`config.mk`:
```
export PLATFORM = sky130hd
export DESIGN_NAME = modem_rx_deframer_flat
export DESIGN_NICKNAME = d
export VERILOG_FILES = /design/src/rtl/modem_rx_deframer_if.sv /design/src/rtl/modem_rx_deframer.sv /design/src/flat_wrapper.sv
export SDC_FILE = /design/constraint.sdc
export NUM_CORES = 1
export LEC_CHECK = 0
export ABC_AREA = 1
export ABC_CLOCK_PERIOD_IN_PS = 1700
export BUFFER_PORTS_ARGS = -buffer_cell sky130_fd_sc_hd__buf_2
export CORE_UTILIZATION = 40
export DETAILED_ROUTE_END_ITERATION = 10
export GPL_TIMING_DRIVEN = 0
export PLACE_DENSITY = 0.65
export SETUP_SLACK_MARGIN = 0.5
export SLEW_MARGIN = 20
export SYNTH_ARGS = -nofsm -noshare
export SYNTH_HDL_FRONTEND = slang
export SYNTH_SLANG_ARGS = --single-unit
```
`constraint.sdc`:
```
create_clock -name clk -period 1.7 [get_ports clk]
set_input_delay 0.255 -clock clk [delete_from_list [all_inputs] [get_ports clk]]
set_output_delay 0.255 -clock clk [all_outputs]
set_load 0.05 [all_outputs]
```
`src/rtl/modem_rx_deframer_if.sv`:
```
// Receive byte hand-off between the deframer and its consumer.
//   rx_data  : recovered byte (master -> slave)
//   rx_valid : holding register full (master -> slave)
//   rx_ready : consumer takes rx_data this cycle (slave -> master)
interface modem_rx_deframer_if #(
  parameter int unsigned DATA_BITS = 8
);
  logic [DATA_BITS-1:0] rx_data;
  logic                 rx_valid;
  logic                 rx_ready;

  modport master (output rx_data, output rx_valid, input rx_ready);
  modport slave  (input rx_data, input rx_valid, output rx_ready);
endinterface

```
`src/rtl/modem_rx_deframer.sv`:
```
// Oversampling start/stop deframer for the demodulated bit stream.
// Majority-votes three synchronized samples per bit and hands recovered
// bytes to a single-entry valid/ready holding register.
//   clk, rst_n : clock, async active-low reset
//   ena        : enable; low returns the FSM to IDLE
//   demod_in   : demodulated serial stream, idle high
//   err_clr    : clears sticky overrun
//   rx         : byte hand-off (rx_data / rx_valid / rx_ready)
//   frame_err  : one-cycle pulse on a low stop bit
//   overrun    : sticky, good frame dropped because the register was full
//   busy       : FSM not in IDLE
module modem_rx_deframer #(
  parameter int unsigned OSR       = 16,
  parameter int unsigned DATA_BITS = 8
) (
  input  logic                       clk,
  input  logic                       rst_n,
  input  logic                       ena,
  input  logic                       demod_in,
  input  logic                       err_clr,
  modem_rx_deframer_if.master        rx,
  output logic                       frame_err,
  output logic                       overrun,
  output logic                       busy
);

  localparam int unsigned BCW = $clog2(OSR);
  localparam int unsigned IW  = $clog2(DATA_BITS);

  typedef enum logic [2:0] {
    S_IDLE,
    S_START,
    S_DATA,
    S_STOP,
    S_WAIT_IDLE
  } state_e;

  state_e               state_q, state_d;
  logic [1:0]           sync_q;
  logic [2:0]           hist_q;
  logic [BCW-1:0]       bcnt_q, bcnt_d;
  logic [IW-1:0]        idx_q, idx_d;
  logic [DATA_BITS-1:0] sr_q, sr_d;
  logic [DATA_BITS-1:0] data_q, data_d;
  logic                 valid_q, valid_d;
  logic                 ferr_q, ferr_d;
  logic                 ovr_q, ovr_d;
  logic                 busy_q, busy_d;

  logic maj_c, fall_c, line_c, half_c, bit_end_c, good_c, load_c;

  // hist_q[0] is the synchronized line; older samples feed the vote
  assign line_c    = hist_q[0];
  assign fall_c    = hist_q[1] & ~hist_q[0];
  assign maj_c     = (hist_q[0] & hist_q[1]) | (hist_q[0] & hist_q[2]) |
                     (hist_q[1] & hist_q[2]);
  assign half_c    = (bcnt_q == BCW'(OSR/2 - 1));
  assign bit_end_c = (bcnt_q == BCW'(OSR - 1));

  // Next-state, datapath and holding-register logic
  always_comb begin
    state_d = state_q;
    bcnt_d  = bcnt_q + 1'b1;
    idx_d   = idx_q;
    sr_d    = sr_q;
    good_c  = 1'b0;
    ferr_d  = 1'b0;

    unique case (state_q)
      S_IDLE: begin
        bcnt_d = '0;
        idx_d  = '0;
        if (fall_c) state_d = S_START;
      end
      S_START: begin
        if (half_c) begin
          bcnt_d  = '0;
          state_d = maj_c ? S_IDLE : S_DATA;
        end
      end
      S_DATA: begin
        if (bit_end_c) begin
          bcnt_d = '0;
          sr_d   = {maj_c, sr_q[DATA_BITS-1:1]};
          if (idx_q == IW'(DATA_BITS - 1)) state_d = S_STOP;
          else                             idx_d   = idx_q + 1'b1;
        end
      end
      S_STOP: begin
        if (bit_end_c) begin
          bcnt_d = '0;
          if (maj_c) begin
            good_c  = 1'b1;
            state_d = S_IDLE;
          end else begin
            ferr_d  = 1'b1;
            state_d = S_WAIT_IDLE;
          end
        end
      end
      S_WAIT_IDLE: begin
        bcnt_d = '0;
        if (line_c) state_d = S_IDLE;
      end
      default: state_d = S_IDLE;
    endcase

    // Disable drops any partial frame but leaves the holding register alone
    if (!ena) begin
      state_d = S_IDLE;
      bcnt_d  = '0;
      good_c  = 1'b0;
      ferr_d  = 1'b0;
    end

    // A full register accepts a new byte only if it is drained the same cycle
    load_c  = good_c & (~valid_q | rx.rx_ready);
    data_d  = load_c ? sr_q : data_q;
    valid_d = valid_q;
    if (load_c)                     valid_d = 1'b1;
    else if (valid_q && rx.rx_ready) valid_d = 1'b0;

    ovr_d = ovr_q;
    if (good_c && valid_q && !rx.rx_ready) ovr_d = 1'b1;
    else if (err_clr)                      ovr_d = 1'b0;

    busy_d = (state_d != S_IDLE);
  end

  // State and output registers
  always_ff @(posedge clk or negedge rst_n) begin
    if (!rst_n) begin
      sync_q  <= 2'b11;
      hist_q  <= 3'b111;
      state_q <= S_IDLE;
      bcnt_q  <= '0;
      idx_q   <= '0;
      sr_q    <= '0;
      data_q  <= '0;
      valid_q <= 1'b0;
      ferr_q  <= 1'b0;
      ovr_q   <= 1'b0;
      busy_q  <= 1'b0;
    end else begin
      sync_q  <= {sync_q[0], demod_in};
      hist_q  <= {hist_q[1:0], sync_q[1]};
      state_q <= state_d;
      bcnt_q  <= bcnt_d;
      idx_q   <= idx_d;
      sr_q    <= sr_d;
      data_q  <= data_d;
      valid_q <= valid_d;
      ferr_q  <= ferr_d;
      ovr_q   <= ovr_d;
      busy_q  <= busy_d;
    end
  end

  assign rx.rx_data  = data_q;
  assign rx.rx_valid = valid_q;
  assign frame_err   = ferr_q;
  assign overrun     = ovr_q;
  assign busy        = busy_q;

endmodule

```
`src/flat_wrapper.sv`:
```
// flat-port wrapper written by rule: the top's interface ports become plain ports
module modem_rx_deframer_flat 
#(
  parameter int unsigned OSR       = 16,
  parameter int unsigned DATA_BITS = 8
)
  (clk, rst_n, ena, demod_in, err_clr, frame_err, overrun, busy, rx_rx_data, rx_rx_valid, rx_rx_ready);
  modem_rx_deframer_if #(.DATA_BITS(DATA_BITS)) rx_i ();
  input  logic clk;
  input  logic rst_n;
  input  logic ena;
  input  logic demod_in;
  input  logic err_clr;
  output logic frame_err;
  output logic overrun;
  output logic busy;
  output wire logic [$bits(rx_i.rx_data)-1:0] rx_rx_data;
  output wire logic [$bits(rx_i.rx_valid)-1:0] rx_rx_valid;
  input wire logic [$bits(rx_i.rx_ready)-1:0] rx_rx_ready;
  assign rx_rx_data = rx_i.rx_data;
  assign rx_rx_valid = rx_i.rx_valid;
  assign rx_i.rx_ready = rx_rx_ready;
  modem_rx_deframer #(.OSR(OSR), .DATA_BITS(DATA_BITS)) u_core (.clk(clk), .rst_n(rst_n), .ena(ena), .demod_in(demod_in), .err_clr(err_clr), .rx(rx_i), .frame_err(frame_err), .overrun(overrun), .busy(busy));
endmodule
```
After elaboration in Yosys (flattened, before gate mapping)
Cells that the tools add are included.
Word-level totals
  bits of input ports: 6
  word-level logic and storage cells: 74
  register bits: 35
  output and inout port bits: 12
Operators by class
  reduce and logical (&&, ||, !) cells: 13
  $add $sub $neg: 2
  equal/unequal tests: 9
  bitwise gates (word level): 10
  muxes and demuxes: 29
Operator list (number)
  $mux 3: 10
  $pmux 3 s5: 1
  $mux 1: 12
  $mux 4: 3
  $pmux 4 s3: 1
  $eq 3x2->1 const B: 2
  $eq 3x3->1 const B: 2
  $pmux 3 s2: 1
  $reduce_bool 2->1: 3
  $and 1x1->1: 5
  $add 4x1->4 const B: 1
  $eq 4x3->1 const B: 1
  $eq 4x4->1 const B: 1
  $reduce_or 2->1: 2
  $add 3x1->3 const B: 1
  $eq 3x1->1 const B: 1
  $logic_and 1x1->1: 3
  $logic_not 3->1: 1
  $or 1x1->1: 3
  $reduce_and 3->1: 1
  $reduce_bool 3->1: 1
  $mux 2: 1
  $ne 2x1->1 const B: 1
  $ne 2x2->1 const B: 1
  3 further kinds: 4

Logic depth before layout (Yosys ltp)
  depth in word-level cells: 10
  depth in mapped cells: 8
  depth with buffers taken out: 8

Least setup slack after synthesis
No wires, ideal clock.
  kind: reg-to-reg
  from: reg u_core.bcnt_q[0]
  to: reg u_core.data_q[0] (netlist: u_core.rx.rx_data[0])
  path buffers: 0
  required time: 1.581 ns
  setup time: 0.119 ns
  stages on the path, launching flop included: 8
  period minus slack after synthesis: 1.320 ns
  setup slack: 0.380 ns
  data arrival time: 1.200 ns
  cell sequence: dfrtp_1 ha_1 nand3_4 nand3b_4 nor2_8 nand2_4 nand2_1 nand2_1
On the way
  longest elaborated chain between the ends: 5
RTL lines
  from (decl): line modem_rx_deframer.sv:41  | logic [BCW-1:0] bcnt_q, bcnt_d;
  from (signal assigned): line modem_rx_deframer.sv:148  | bcnt_q <= bcnt_d;
  $eq 4x4->1: line modem_rx_deframer.sv:58  | assign bit_end_c = (bcnt_q == BCW'(OSR - 1));
  $mux 1: line modem_rx_deframer.sv:90  | if (bit_end_c) begin
  $mux 1: line modem_rx_deframer.sv:69  | unique case (state_q)
  $mux 1: line modem_rx_deframer.sv:109  | if (!ena) begin
  $and 1x1->1: line modem_rx_deframer.sv:117  | load_c = good_c & (~valid_q | rx.rx_ready);
  to (signal assigned): line modem_rx_deframer.sv:151  | data_q <= data_d;
  to (decl): line modem_rx_deframer.sv:44  | logic [DATA_BITS-1:0] data_q, data_d;
Every way passes these cells.
A chain may end at the register's enable or synchronous reset.

Worst setup path after layout
  from: reg u_core.bcnt_q[0]
  to: reg u_core.sr_q[7]
On the way
  longest elaborated chain between the ends: 2
RTL lines
  $eq 4x4->1: line modem_rx_deframer.sv:58
  $reduce_and 2->1 (no source line)
  to (signal assigned): line modem_rx_deframer.sv:150  | sr_q <= sr_d;
  to (decl): line modem_rx_deframer.sv:43  | logic [DATA_BITS-1:0] sr_q, sr_d;
Every way passes these cells.

==> run_results.csv <==
group,metric,value,unit
run_status,status,"completed",
logic_synthesis,netlist_top_cells_area,"dfrtp_1 (49%), nand2_1 (13%), dfstp_2 (8.6%)",
pwr,ir_drop,0.438,mV
critical_path,slowest_stage,"dfrtp_1",
clock_network,cts-root-buf,"clkbuf_8",
logic_synthesis,synth_area_per_cell,9.35,sq um
logic_synthesis,synthFlopType,"dfrtp_1",
floorplan,rows,22,
clock_network,h-tree-depth,2,
sta,timing.final.ws_setup,0.330,ns
clock_network,cts_inserted_buffers,5,
floorplan,die-area,4060,sq um
final_layout,final_cell_area,2010,sq um
clock_network,cts_tree,"built",
sta,fin_skew,0.00588,ns
route,routed_via_density,4.80,
logic_synthesis,yosys_warnings,0,
floorplan,fp.dieH,63.7,microns
critical_path,worstReg2RegStart,"u_core.bcnt_q[0]$_DFF_PN0_",
sta,holdWs,0.0280,ns
logic_synthesis,synth_fp_nets,172,
sta,hold_viol,0,
floorplan,core-area,3660,sq um
pwr,switchingPower,358,uW
pwr,switching_share,19.7,%
critical_path,crit_path_start_kind,"register",
final_layout,diodes,0,
sta,timing.slew.headroom,50.5,%
critical_path,critPathTopFamily,"simple AND/OR/NAND/NOR gates",
grt,grtUsageMet2,29.1,%
critical_path,path_buf_inv,1,
placement,gp_congestion,0.874,
final_layout,nNetsFinal,205,
sta,slew_viol_final,0,
grt,grt_pass1_vias,1192,
critical_path,slowest_delay,0.39,ns
final_layout,layout.cells.non_filler,245,
placement,post-place-ws,0.308,ns
floorplan,start_util,41.6,%
route,routed_wl,2970,microns
logic_synthesis,synth_most_common_cell,"nand2_1",
pwr,combPwrFrac,4.3,%
critical_path,path_cells,"ha_4, nand3_4, nor2_4, clkinvlp_4, nand2_1, o21ai_0",
logic_synthesis,yosys.area.top_type,"dfrtp_1",
sta,setup_viol,0,
pwr,p_clk_share,48.5,%
logic_synthesis,seq_area_frac_synth,57.9,%
clock_network,worstSkewPairLatency,0.29,ns
route,postRouteAntennaNets,0,
route,drc,0,
logic_synthesis,netlist_top_cells_count,"nand2_1 (52), dfrtp_1 (30), inv_1 (15), nand3_1 (15)",
logic_synthesis,synth.top_cell.area_share,49.3,%
grt,grt_first_pass_wirelength,5200,microns
worst_hold_path,hold_class,"in -> async",
sta,rsz0062_at_grt,"true",
placement,dpl_cell_area,1700,sq um
critical_path,r2r-end,"u_core.sr_q[7]$_DFFE_PN0P_",
final_layout,drive_above_1_share,40.1,%
flow_run,cap_violations,0,
critical_path,critPathCaptureType,"register",
critical_path,required,1.88,ns
grt,antenna_found_initial,0,
grt,grt-busiest-layer,"met2",
route,avgRoutedWirePerCell,12.1,microns
grt,grt.overflow.total,0,
placement,numPortBuffers,17,
route,dr.pass1.iters,4,
floorplan,floorplan.io_pins,18,
grt,grt_use_met1,17.9,%
pwr,pwr-share-seq,47.3,%
clock_network,path_clk_slew,0.07,ns
route,drt-initial-drc-count,51,
sta,tightest_slew,0.742,ns
pwr,powerDensity,901,nW/um^2
critical_path,r2r_slack,0.33,ns
sta,post-route-period-util,80.6,%
critical_path,cp_max_fo,6,
clock_network,clk_path_buf_depth,2,
pwr,p_int,1.45,mW
grt,grt_usage,17.2,%
sta,fin_crit,1.37,ns
logic_synthesis,ys_ff_latch,35,
sta,fmax,0.730,GHz
critical_path,reg2reg_depth,6,
sta,setup_tns,0,ns
placement,dp.cells,228,
critical_path,criticalPathCategory,"reg -> reg",
pwr,p_leak,1.03,nW
route,vias,1177,
logic_synthesis,synth_area,1520,sq um
critical_path,cp_data_arrival_time,1.55,ns
placement,hpwl,1920,microns
logic_synthesis,postSynthCellCount,163,
logic_synthesis,ys_async_sr_fraction,100,%
logic_synthesis,synth_edf_count,0,
grt,grt_max_degree,36,
logic_synthesis,yosysUniqueCellTypes,25,
clock_network,cts_sinks,35,
floorplan,die_x,63.7,microns
grt,met3_usage,5.80,%
final_layout,syn_to_final_growth,31.9,%
## cell families after synthesis
family / synth area share (%)
simple gates: 28.2
fa+ha+maj: 2.46
buf+inv: 5.17
xor+xnor: 0.575
flops: 57.9
compound gates: 5.75
## sequential cells by signal, indices dropped and copies added (netlist names)
register and cells:
u_core.rx.rx_data 8, u_core.sr_q 8, u_core.bcnt_q 4, u_core.hist_q 3, u_core.idx_q 3, u_core.state_q 3
u_core.sync_q 2, u_core.busy 1, u_core.frame_err 1, u_core.overrun 1, u_core.rx.rx_valid 1
## timing repair
item                                    4_1_cts  5_1_grt
endpoints found under the setup margin       23       31
gates cloned                                  1        1
gates resized for setup                      19       22
pin swaps                                    10        4
hold buffers                                  0        0
buffers inserted                              6        1
## worst register-to-register path, delay by kind of cell, from the launching register on
family	cells	cell delay, ns
and+or+nand+nor	3	0.44
DFF	1	0.39
buffers and inverters	1	0.19
adders and majority gates	1	0.18
AOI/OAI and AO/OA	1	0.07
## worst max-delay path by stage
stage / from / endpoint / cells after the start
after detailed placement: u_core.bcnt_q[0]$_DFF_PN0_ / u_core.rx.rx_data[2]$_DFFE_PN0P_ / 7
after floorplan: u_core.bcnt_q[0]$_DFF_PN0_ / u_core.rx.rx_data[0]$_DFFE_PN0P_ / 7
after global placement: u_core.bcnt_q[0]$_DFF_PN0_ / u_core.rx.rx_data[2]$_DFFE_PN0P_ / 7
after global routing: u_core.bcnt_q[0]$_DFF_PN0_ / u_core.busy$_DFF_PN0_ / 7
final: u_core.bcnt_q[0]$_DFF_PN0_ / u_core.sr_q[7]$_DFFE_PN0P_ / 6
after CTS: u_core.bcnt_q[1]$_DFF_PN0_ / u_core.rx.rx_data[2]$_DFFE_PN0P_ / 7
## power groups by stage
stage / logic (mW) / clock network [mW] / registers, mW
2_1_floorplan: 0.0311 / 0 / 0.875
3_3_place_gp: 0.0668 / 0 / 0.870
3_5_place_dp: 0.0692 / 0 / 0.870
4_1_cts: 0.0753 / 0.903 / 0.854
5_1_grt: 0.0855 / 0.942 / 0.857
6_report: 0.0774 / 0.878 / 0.856
## area by class of cell
class                           count  area (sq um)
Multi-Input combinational cell    109           674
Timing Repair inverter              1          7.51
Clock buffer                        5          68.8
Inverter                           17          66.3
Fill cell                         306          1650
Clock inverter                      3          67.6
Buffer                              2          16.3
Sequential cell                    35           882
Timing Repair Buffer               25           166
Tap cell                           48          60.1
## metal layers
| layer | vias to the layer above | share of wire [%] | wire length (microns) |
|---|---|---|---|
| met4 | 0 | 3.3 | 99 |
| met1 | 551 | 41 | 1220 |
| met5 | - | 0 | 0 |
| li1 | 587 | - | - |
| met3 | 11 | 4.2 | 126 |
| met2 | 28 | 51 | 1520 |
## layout by cell type (no fill, tap or decap), types with 2 or more instances in the layout
| cell | instances |
|---|---|
| nor3_1 | 2 |
| dfstp_2 | 5 |
| buf_4 | 8 |
| o21ai_1 | 5 |
| buf_2 | 16 |
| inv_2 | 3 |
| a21oi_1 | 2 |
| nor2_2 | 3 |
| nor2_1 | 7 |
| clkinvlp_4 | 2 |
| nand2_2 | 13 |
| bufinv_16 | 2 |
| nor2_4 | 3 |
| nand3_2 | 3 |
| clkbuf_8 | 5 |
| nand3_1 | 12 |
| dfrtp_1 | 30 |
| ha_1 | 2 |
| o21ai_2 | 3 |
| nand2_1 | 37 |
| buf_6 | 2 |
| o21ai_0 | 4 |
| inv_1 | 13 |
| nand2_4 | 3 |
## through the flow
step / power (mW) / utilization [%]
after CTS: 1.83 / 53.3
final: 1.81 / 54.9
after global placement: 0.937 / 46.4
after global routing: 1.88 / 54.9
after detailed placement: 0.940 / 46.4
after floorplan: 0.906 / -
(Power assumes the default switching activity.)
